==> config.mk <==
export PLATFORM = sky130hd
export DESIGN_NAME = fp_op_sequencer
export DESIGN_NICKNAME = d
export VERILOG_FILES = /design/src/rtl/fp_op_sequencer.sv
export SDC_FILE = /design/constraint.sdc
export NUM_CORES = 1
export LEC_CHECK = 0
export ABC_AREA = 1
export CORE_MARGIN = 5
export CORE_UTILIZATION = 34
export CTS_BUF_LIST = sky130_fd_sc_hd__clkbuf_4 sky130_fd_sc_hd__clkbuf_8
export DETAILED_ROUTE_END_ITERATION = 7
export PLACE_DENSITY = 0.71
export SLEW_MARGIN = 0
export SYNTH_ARGS = -nofsm -noshare
export SYNTH_HDL_FRONTEND = slang
export SYNTH_SLANG_ARGS = --single-unit
==> constraint.sdc <==
create_clock -name clk -period 5.5 [get_ports clk]
set_clock_uncertainty 0.1 [all_clocks]
set_input_delay 1.1 -clock clk [delete_from_list [all_inputs] [get_ports clk]]
set_output_delay 1.1 -clock clk [all_outputs]
set_load 0.01 [all_outputs]
==> src/rtl/fp_op_sequencer.sv <==
// Request/response sequencer for the shared add/mul/div fixed-point units.
// Accepts one operation at a time, drives the units, and returns a registered result.
module fp_op_sequencer #(
  parameter int WIDTH       = 32,
  parameter int DIV_TIMEOUT = 64,
  parameter int CNT_W       = 16
) (
  input  logic             clk,
  input  logic             rst,
  input  logic             in_valid,
  output logic             in_ready,
  input  logic [WIDTH-1:0] in_a,
  input  logic [WIDTH-1:0] in_b,
  input  logic [1:0]       in_opcode,
  output logic [WIDTH-1:0] op_a,
  output logic [WIDTH-1:0] op_b,
  input  logic [WIDTH-1:0] add_result,
  input  logic [WIDTH-1:0] mul_result,
  output logic             div_start,
  input  logic [WIDTH-1:0] div_result,
  input  logic             div_done,
  output logic             out_valid,
  input  logic             out_ready,
  output logic [WIDTH-1:0] out_result,
  output logic             out_err,
  output logic [CNT_W-1:0] op_count
);

  localparam int TW = $clog2(DIV_TIMEOUT + 1);

  typedef enum logic [1:0] {
    S_IDLE,
    S_EXEC,
    S_WAIT_DIV,
    S_RESP
  } state_t;

  state_t          state, state_nxt;
  logic [1:0]      opcode_q;
  logic [TW-1:0]   tmo_cnt;
  logic            accept;
  logic            handshake;
  logic            div_fire;
  logic            tmo_hit;

  assign in_ready  = (state == S_IDLE) && !rst;
  assign out_valid = (state == S_RESP);
  assign accept    = in_valid && in_ready;
  assign handshake = out_valid && out_ready;

  // A done that arrives while the start pulse is still high belongs to no
  // operation of ours, so it is masked.
  assign div_fire = (state == S_WAIT_DIV) && !div_start && div_done;
  // tmo_cnt counts completed WAIT_DIV cycles; this fires on the edge that
  // ends the DIV_TIMEOUT-th cycle.
  assign tmo_hit  = (state == S_WAIT_DIV) && (tmo_cnt == TW'(DIV_TIMEOUT - 1));

  // NOTE: every signal written here gets a default first, so no path can
  // leave it unassigned and infer a latch.
  always_comb begin
    state_nxt = state;
    unique case (state)
      S_IDLE: begin
        if (accept) begin
          unique case (in_opcode)
            2'b00, 2'b01: state_nxt = S_EXEC;
            2'b10:        state_nxt = S_WAIT_DIV;
            default:      state_nxt = S_RESP;
          endcase
        end
      end
      S_EXEC:     state_nxt = S_RESP;
      S_WAIT_DIV: if (div_fire || tmo_hit) state_nxt = S_RESP;
      S_RESP:     if (out_ready) state_nxt = S_IDLE;
      default:    state_nxt = S_IDLE;
    endcase
  end

  // NOTE: sequential state uses non-blocking assignments so every register
  // samples pre-edge values regardless of statement order.
  always_ff @(posedge clk or posedge rst) begin
    if (rst) begin
      state <= S_IDLE;
    end else begin
      state <= state_nxt;
    end
  end

  always_ff @(posedge clk or posedge rst) begin
    if (rst) begin
      op_a       <= '0;
      op_b       <= '0;
      opcode_q   <= 2'b00;
      div_start  <= 1'b0;
      out_result <= '0;
      out_err    <= 1'b0;
      tmo_cnt    <= '0;
      op_count   <= '0;
    end else begin
      div_start <= accept && (in_opcode == 2'b10);

      if (accept) begin
        op_a     <= in_a;
        op_b     <= in_b;
        opcode_q <= in_opcode;
        if (in_opcode == 2'b11) begin
          out_result <= '0;
          out_err    <= 1'b1;
        end
      end

      if (state == S_EXEC) begin
        out_result <= opcode_q[0] ? mul_result : add_result;
        out_err    <= 1'b0;
      end

      if (div_fire) begin
        out_result <= div_result;
        out_err    <= 1'b0;
      end else if (tmo_hit) begin
        out_result <= '0;
        out_err    <= 1'b1;
      end

      if ((state == S_WAIT_DIV) && (state_nxt == S_WAIT_DIV)) begin
        tmo_cnt <= tmo_cnt + TW'(1);
      end else begin
        tmo_cnt <= '0;
      end

      if (handshake) begin
        op_count <= op_count + CNT_W'(1);
      end
    end
  end

endmodule

== Word level (Yosys, flattened, before mapping) ==
Cells that the tools add are included.

* $add $sub $neg: 2
* Multipliers: 0
* Divide/modulo/power cells: 0
* Magnitude comparators: 0
* Equality and inequality tests: 8
* Shift operators: 0
* Multiplexer cells: 17
* Bitwise operators: 0
* Reductions and logical operators: 17

{| class="wikitable"
|+ Operators with widths
! operator !! number
|-
| 2-to-1 mux 32 bit || 6
|-
| adder 16 x 1 -> 16 bit (second input constant) || 1
|-
| equality test 2 bit (second input constant) || 5
|-
| logical AND 1 bit || 8
|-
| case mux 2 bit (4 select lines) || 1
|-
| nonzero test 4 bit || 2
|-
| adder 7 x 1 -> 7 bit (second input constant) || 1
|-
| equality test 7 x 6 -> 1 bit (second input constant) || 1
|-
| 2-to-1 mux 7 bit || 1
|-
| 2-to-1 mux 2 bit || 3
|-
| 2-to-1 mux 1 bit || 5
|-
| equality test 2 x 1 -> 1 bit (second input constant) || 2
|-
| zero test 2 bit || 2
|-
| case mux 2 bit (2 select lines) || 1
|-
| zero test 1 bit || 2
|-
| AND reduction 2 bit || 1
|-
| OR reduction 2 bit || 1
|-
| logical OR 1 bit || 1
|}

* Register bits after elaboration: 124
* Latch bits: 0
* Memory bits (writable): 0
* Bits in read-only memories: 0
* Output and inout port bits: 116
* Word-level logic and storage cells: 53
* Memories: 0

== Depth between registers and ports, before layout ==
Gate-level depths: netlist of the first run.

* Depth in word-level cells: 9
* Depth in mapped cells: 9
* Depth with buffers taken out: 9

== Least setup slack after synthesis of the first run ==
No wires, ideal clock.

* Kind: input -> register
* Start point: input rst
* End point: register out_result[1]
* Library setup time: 0.129 ns
* Arrival: 4.713 ns
* Required time: 5.271 ns
* Slack: 0.559 ns
* Stages: 7
* Buffers on the path: 1
* Cells stage by stage: inv_1 > nand4_1 > nor2_1 > nor2_4 > buf_6 > nand2_1 > nand3_1

* Cells in the longest elaborated chain, start to end: 5

{| class="wikitable"
|+ Ends and longest elaborated chain
! what !! line !! text
|-
| start, declared || 9 || <nowiki>input logic rst,</nowiki>
|-
| zero test 1 bit (no source line) || - ||
|-
| logical AND 1 bit || 46 || <nowiki>assign in_ready = (state == S_IDLE) && !rst;</nowiki>
|-
| logical AND 1 bit || 48 || <nowiki>assign accept = in_valid && in_ready;</nowiki>
|-
| nonzero test 4 bit (no source line) || - ||
|-
| AND reduction 2 bit (no source line) || - ||
|-
| end signal, assigned || 113 || <nowiki>out_result <= opcode_q[0] ? mul_result : add_result;</nowiki>
|-
| end signal, assigned || 118 || <nowiki>out_result <= div_result;</nowiki>
|-
| end, declared || 24 || <nowiki>output logic [WIDTH-1:0] out_result,</nowiki>
|}

No other way between the ends.
A chain may end at the register's enable or synchronous reset.

== Final worst setup path of the first run ==
* Start point: input rst
* End point: output in_ready

* Cells in the longest elaborated chain, start to end: 2

{| class="wikitable"
|+ Ends and longest elaborated chain
! what !! line !! text
|-
| zero test 1 bit (no source line) || - ||
|-
| logical AND 1 bit || 46 ||
|-
| end, declared || 11 || <nowiki>output logic in_ready,</nowiki>
|}

No other way between the ends.

==> flow_metrics.env, run 1 <==
export IMPL_gp_congestion=0.8783
export IMPL_reg2reg_depth=6
export IMPL_antenna_cells=0
export IMPL_overflow=0
export IMPL_worst_r2r_endpoint="tmo_cnt[2]"
export IMPL_dp_cells=1122
export IMPL_clk_path_buf_depth=2
export IMPL_hold_path_end="op_b[30]"
export IMPL_ys_types=26
export IMPL_dp_hpwl_mm=12.64
export IMPL_final_common_cell="nand2_1"
export IMPL_dieHeight_um=138.6
export IMPL_fmax_ghz=0.2879
export IMPL_clkSlewWorstSetupHoldPaths_ns=0.07
export IMPL_min_from="op_b[30]"
export IMPL_n_fill_cell=1515
export IMPL_core_area_um2=16410
export IMPL_ir_drop_mv=0.2635
export IMPL_critical_path_top_delay_family="buffers and inverters"
export IMPL_fin_util_pct=54.50
export IMPL_postPlaceCellArea_um2=8547
export IMPL_fin_crit_sh_pct=63.16
export IMPL_end_kind="output port"
export IMPL_outcome="finished, final reports clean"
export IMPL_holdPathStages=2
export IMPL_synth_largest_area_cell="dfrtp_1"
export IMPL_synth_ff_type="dfrtp_1"
export IMPL_ant_nets=0
export IMPL_routedWlPerCell_um=15.00
export IMPL_final_setup_tns_ns=0
export IMPL_cp_buffers_inverters=2
export IMPL_drt_iter0_drc=187
export IMPL_slew_headroom_pct=23.97
export IMPL_netlist_area_leader_share_pct=55.21
export IMPL_dieWidth_um=138.6
export IMPL_num_vias=5096
export IMPL_layout_common_cells="nand2_1, clkdlybuf4s50_1, dfrtp_1"
export IMPL_start_util_pct=34.26
export IMPL_cap_violations=0
export IMPL_min_period_ns=3.474
export IMPL_ios=283
export IMPL_arrival_ns=2.27
export IMPL_synth_avg_cell_area_um2=8.741
export IMPL_criticalPathCategory="input pin to output port"
export IMPL_final_area_um2=8941
export IMPL_async_flop_share_pct=100.0
export IMPL_instances_no_fill=1153
export IMPL_grt_pass1_wl_mm=27.68
export IMPL_setup_violations=0
export IMPL_grt_pass1_vias=5062
export IMPL_timing_critical_path_mode_cell="clkdlybuf4s50_1"
export IMPL_critPathLaunchType="input pin"
export IMPL_die_area_um2=19200
export IMPL_drc=0
export IMPL_r2r_start="state[0]"
export IMPL_layout_area_overhead_vs_synth_pct=59.08
export IMPL_regToRegSetupSlack_ns=3.43
export IMPL_leakage_nw=4.225
export IMPL_clock_latency_ns=0.42
export IMPL_grt_setup_unrepaired="no"
export IMPL_syn_nets=812
export IMPL_crit_fanout=2
export IMPL_clock_sinks=124
export IMPL_clockRootBuffer="clkbuf_8"
export IMPL_tritoncts="built"
export IMPL_cts_hold_fix_buffers=0
export IMPL_hold_viol_final=0
export IMPL_antenna_found_initial=0
export IMPL_min_path_type="flop to flop"
export IMPL_viasPerCell=4.420
export IMPL_grt_max_degree=73
export IMPL_timing_hold_ws_ns=0.3686
export IMPL_synth_edf_count=0
export IMPL_drive_gt1_share_pct=8.146
export IMPL_ys_seq_elements=124
export IMPL_htree_levels=4
export IMPL_place_ws_ns=1.541
export IMPL_slowest_stage="clkdlybuf4s50_1"
export IMPL_wirelength_mm=17.29
export IMPL_seq_area_frac_synth_pct=55.21
export IMPL_p_per_area_nw_per_um2=472.5
export IMPL_ys_top_cells_by_area="dfrtp_1, nand2_1, mux2i_1, nand3_1, or2_2"
export IMPL_yosys_warnings=0
export IMPL_crit_required_ns=4.30
export IMPL_cts_repair_resized=0
export IMPL_finalPower_mw=4.225
export IMPL_fin_ws_ns=2.026
export IMPL_row_count=47
export IMPL_cpPeakStageDelay_ns=0.56
export IMPL_postSynthCellCount=643
export IMPL_crit_chain="clkdlybuf4s50_1 > nor3_1 > clkdlybuf4s50_1"
export IMPL_track_usage_pct=17.93
export IMPL_cts_buffers=17
export IMPL_netlist_area_um2=5620
export IMPL_post_cts_buffers=0
export IMPL_final_max_slew_violation_count=0
export IMPL_firstDrtPassIters=4
export IMPL_tightest_slew_ns=1.141
export IMPL_fin_nets=1090
export IMPL_portBuffers=282
[synthesized netlist by cell type, types with 2 or more instances]
cell,number
nand2_1,291
nor2_2,5
buf_2,6
or2_2,25
dfrtp_1,124
inv_1,35
xor2_1,9
a21oi_1,2
nand2_2,3
xnor2_1,6
nor2_4,2
nor3_1,4
buf_4,12
mux2i_1,25
nand4_1,3
nand3_1,44
clkbuf_1,2
nand3_2,2
o21ai_0,2
buf_6,7
nor2_1,22
ha_1,2
o211ai_1,7
[cells by family after synthesis]
kind of cell	after synthesis	synth area share [%]
compound gates	11	1.291
fa+ha+maj	2	0.4452
buf+inv	63	6.078
flops	124	55.21
simple gates	403	30.19
mux	25	4.452
xor+xnor	15	2.338
[state kept, by name (all words and copies together), names as in the netlist, 2 cells and up]
register,flops
op_b,32
tmo_cnt,7
op_a,32
out_result,32
op_count,16
state,2
[worst max path at each step]
stage	start	end	slack (ns)	depth (start not counted)
detailed placement	rst	tmo_cnt[0]	1.54	7
global route	rst	tmo_cnt[2]	1.82	7
CTS	rst	in_ready	2.01	3
finish	rst	in_ready	2.03	3
global placement	rst	tmo_cnt[0]	1.59	7
floorplan	rst	out_result[1]	0.56	7
[tightest hold or removal path: stages (launching register included)]
cell and delay [ns]:
dfrtp_1 0.34, nand2_1 0.05, nand2_1 0.05
[layer usage]
metal / up-vias / track usage, % / wire (µm)
met1: 2328 / 22.36 / 7262
li1: 2555 / - / -
met4: 0 / 4.524 / 178
met5: - / 0 / 0
met2: 198 / 29.06 / 8331
met3: 15 / 7.414 / 1517
[power breakdown]
part           switching [mW]  internal, mW
Clock                   0.363         0.422
Combinational           0.837          1.02
Sequential              0.287          1.30
[area by class of cell]
cell class | instances | area [µm²] | area share [%]
clock buffers | 23 | 310.3 | 3.470
inverters | 36 | 137.6 | 1.539
repair buffers | 286 | 2853 | 31.91
multi-input cells | 456 | 2177 | 24.35
flip-flops and latches | 124 | 3104 | 34.72
well taps | 220 | 275.3 | 3.079
clock inverters | 8 | 83.83 | 0.9376
Note: power is estimated with default switching activity, not from simulation.
==> run 2: changes to the inputs <==
--- a/config.mk
+++ b/config.mk
@@ -10,7 +10,7 @@
 export CORE_UTILIZATION = 34
 export CTS_BUF_LIST = sky130_fd_sc_hd__clkbuf_4 sky130_fd_sc_hd__clkbuf_8
 export DETAILED_ROUTE_END_ITERATION = 7
-export PLACE_DENSITY = 0.71
+export PLACE_DENSITY = 0.74
 export SLEW_MARGIN = 0
 export SYNTH_ARGS = -nofsm -noshare
 export SYNTH_HDL_FRONTEND = slang
==> constraint.sdc (replaced) <==
create_clock -name clk -period 3 [get_ports clk]
set_clock_uncertainty 0.1 [all_clocks]
set_input_delay 0.6 -clock clk [delete_from_list [all_inputs] [get_ports clk]]
set_output_delay 0.6 -clock clk [all_outputs]
set_load 0.01 [all_outputs]
==> flow_metrics.env, run 2 (synthesis results as in run 1) <==
export IMPL_final_common_cell="nand2_1"
export IMPL_num_vias=5157
export IMPL_fin_nets=1097
export IMPL_antenna_found_initial=0
export IMPL_fin_util_pct=55.31
export IMPL_power_internal_mw=5.236
export IMPL_regToRegSetupSlack_ns=1.14
export IMPL_ant_nets=0
export IMPL_clkPwrFrac_pct=20.7
export IMPL_dp_hpwl_mm=13.09
export IMPL_crit_required_ns=2.30
export IMPL_drt_iter0_drc=182
export IMPL_top_regs="op_a: 32 flops, op_b: 32 flops, out_result: 32 flops"
export IMPL_crit_chain="clkdlybuf4s50_1 > nor3_1 > clkdlybuf4s50_1"
export IMPL_viasPerCell=4.442
export IMPL_slew_headroom_pct=39.24
export IMPL_core_area_um2=16410
export IMPL_routedWlPerCell_um=14.90
export IMPL_wirelength_mm=17.30
export IMPL_dieHeight_um=138.6
export IMPL_leakage_nw=4.286
export IMPL_pwr_share_comb_pct=43.0
export IMPL_grt_pass1_vias=5184
export IMPL_final_max_slew_violation_count=0
export IMPL_die_area_um2=19200
export IMPL_clk_path_buf_depth=2
export IMPL_track_usage_pct=18.11
export IMPL_cap_violations=0
export IMPL_setup_violations=0
export IMPL_antenna_cells=0
export IMPL_fin_crit_sh_pct=82.51
export IMPL_cts_buffers=17
export IMPL_timing_critical_path_mode_cell="clkdlybuf4s50_1"
export IMPL_outcome="finished, final reports clean"
export IMPL_tightest_slew_ns=0.9114
export IMPL_row_count=47
export IMPL_cpPeakStageDelay_ns=0.56
export IMPL_crit_fanout=2
export IMPL_clock_sinks=124
export IMPL_ios=283
export IMPL_clkSlewWorstSetupHoldPaths_ns=0.07
export IMPL_cts_hold_fix_buffers=0
export IMPL_criticalPathCategory="input pin to output port"
export IMPL_overflow=0
export IMPL_drive_gt1_share_pct=9.245
export IMPL_start_util_pct=34.26
export IMPL_end_kind="output port"
export IMPL_htree_levels=4
export IMPL_slowest_stage="clkdlybuf4s50_1"
export IMPL_dieWidth_um=138.6
export IMPL_hold_viol_final=0
export IMPL_n_fill_cell=1499
export IMPL_timing_hold_ws_ns=0.3683
export IMPL_min_period_ns=2.475
export IMPL_gp_congestion=0.8346
export IMPL_layout_area_overhead_vs_synth_pct=61.46
export IMPL_swShare_pct=34.57
export IMPL_ir_drop_mv=0.4831
export IMPL_grt_max_degree=47
export IMPL_grt_setup_unrepaired="no"
export IMPL_min_path_type="flop to flop"
export IMPL_p_per_area_nw_per_um2=881.9
export IMPL_tritoncts="built"
export IMPL_fmax_ghz=0.4040
export IMPL_post_cts_buffers=0
export IMPL_cp_buffers_inverters=2
export IMPL_p_switching_mw=2.766
export IMPL_clock_latency_ns=0.43
export IMPL_drc=0
export IMPL_clockRootBuffer="clkbuf_8"
export IMPL_grt_pass1_wl_mm=27.98
export IMPL_arrival_ns=1.78
export IMPL_final_area_um2=9075
export IMPL_cts_repair_resized=0
export IMPL_critPathLaunchType="input pin"
export IMPL_firstDrtPassIters=4
export IMPL_portBuffers=282
export IMPL_postPlaceCellArea_um2=8625
export IMPL_critical_path_top_delay_family="buffers and inverters"
export IMPL_pwr_share_seq_pct=36.3
export IMPL_layout_common_cells="nand2_1, clkdlybuf4s50_1, dfrtp_1"
==> run 2: stage by stage <==
stage | setup WS [ns] | cells | total power, mW | TNS, ns
floorplan | -0.5959 | 643 | 4.434 | -61.41
global placement | 0.5332 | 1129 | 6.345 | 0
detailed placement | 0.5233 | 1129 | 6.425 | 0
CTS | 0.5233 | 1161 | 8.129 | 0
global route | 0.4834 | 1161 | 8.567 | 0
finish | 0.5246 | 1161 | 8.003 | 0
==> run 2: power groups by stage <==
stage          combinational [mW]  clock, mW  sequential [mW]
6_report                     3.44       1.66             2.91
3_5_place_dp                 3.49          0             2.93
5_1_grt                      3.76       1.79             3.02
3_3_place_gp                 3.43          0             2.91
4_1_cts                      3.50       1.71             2.92
2_1_floorplan                1.32          0             3.11
==> run 2: metal layers <==
| layer | vias to the layer above | global-route usage, % | share of wire [%] |
|---|---|---|---|
| met5 | - | 0 | 0 |
| met4 | 0 | 6.136 | 1.8 |
| met3 | 23 | 7.172 | 8.9 |
| met2 | 204 | 29.29 | 47 |
| met1 | 2369 | 22.17 | 43 |
| li1 | 2561 | - | - |
==> run 2: area by class of cell <==
class                      count  area (µm²)  area share, %
inverter                      36       138.9          1.530
clock inverter                13       188.9          2.082
multi-input combinational    456        2188          24.11
sequential                   124        3104          34.21
clock buffer                  19       261.5          2.882
tap                          220       275.3          3.033
timing repair buffer         293        2918          32.15
==> run 2: final timing paths <==
kind,startpoint,end,depth (start not counted)
setup reg to reg,tmo_cnt[0],out_result[14],9
min in group asynchronous,rst,op_count[2],3
hold reg to reg,tmo_cnt[0],tmo_cnt[0],1
max in group asynchronous,rst,out_result[4],4
setup / recovery,rst,in_ready,3
hold / removal,tmo_cnt[0],tmo_cnt[0],1
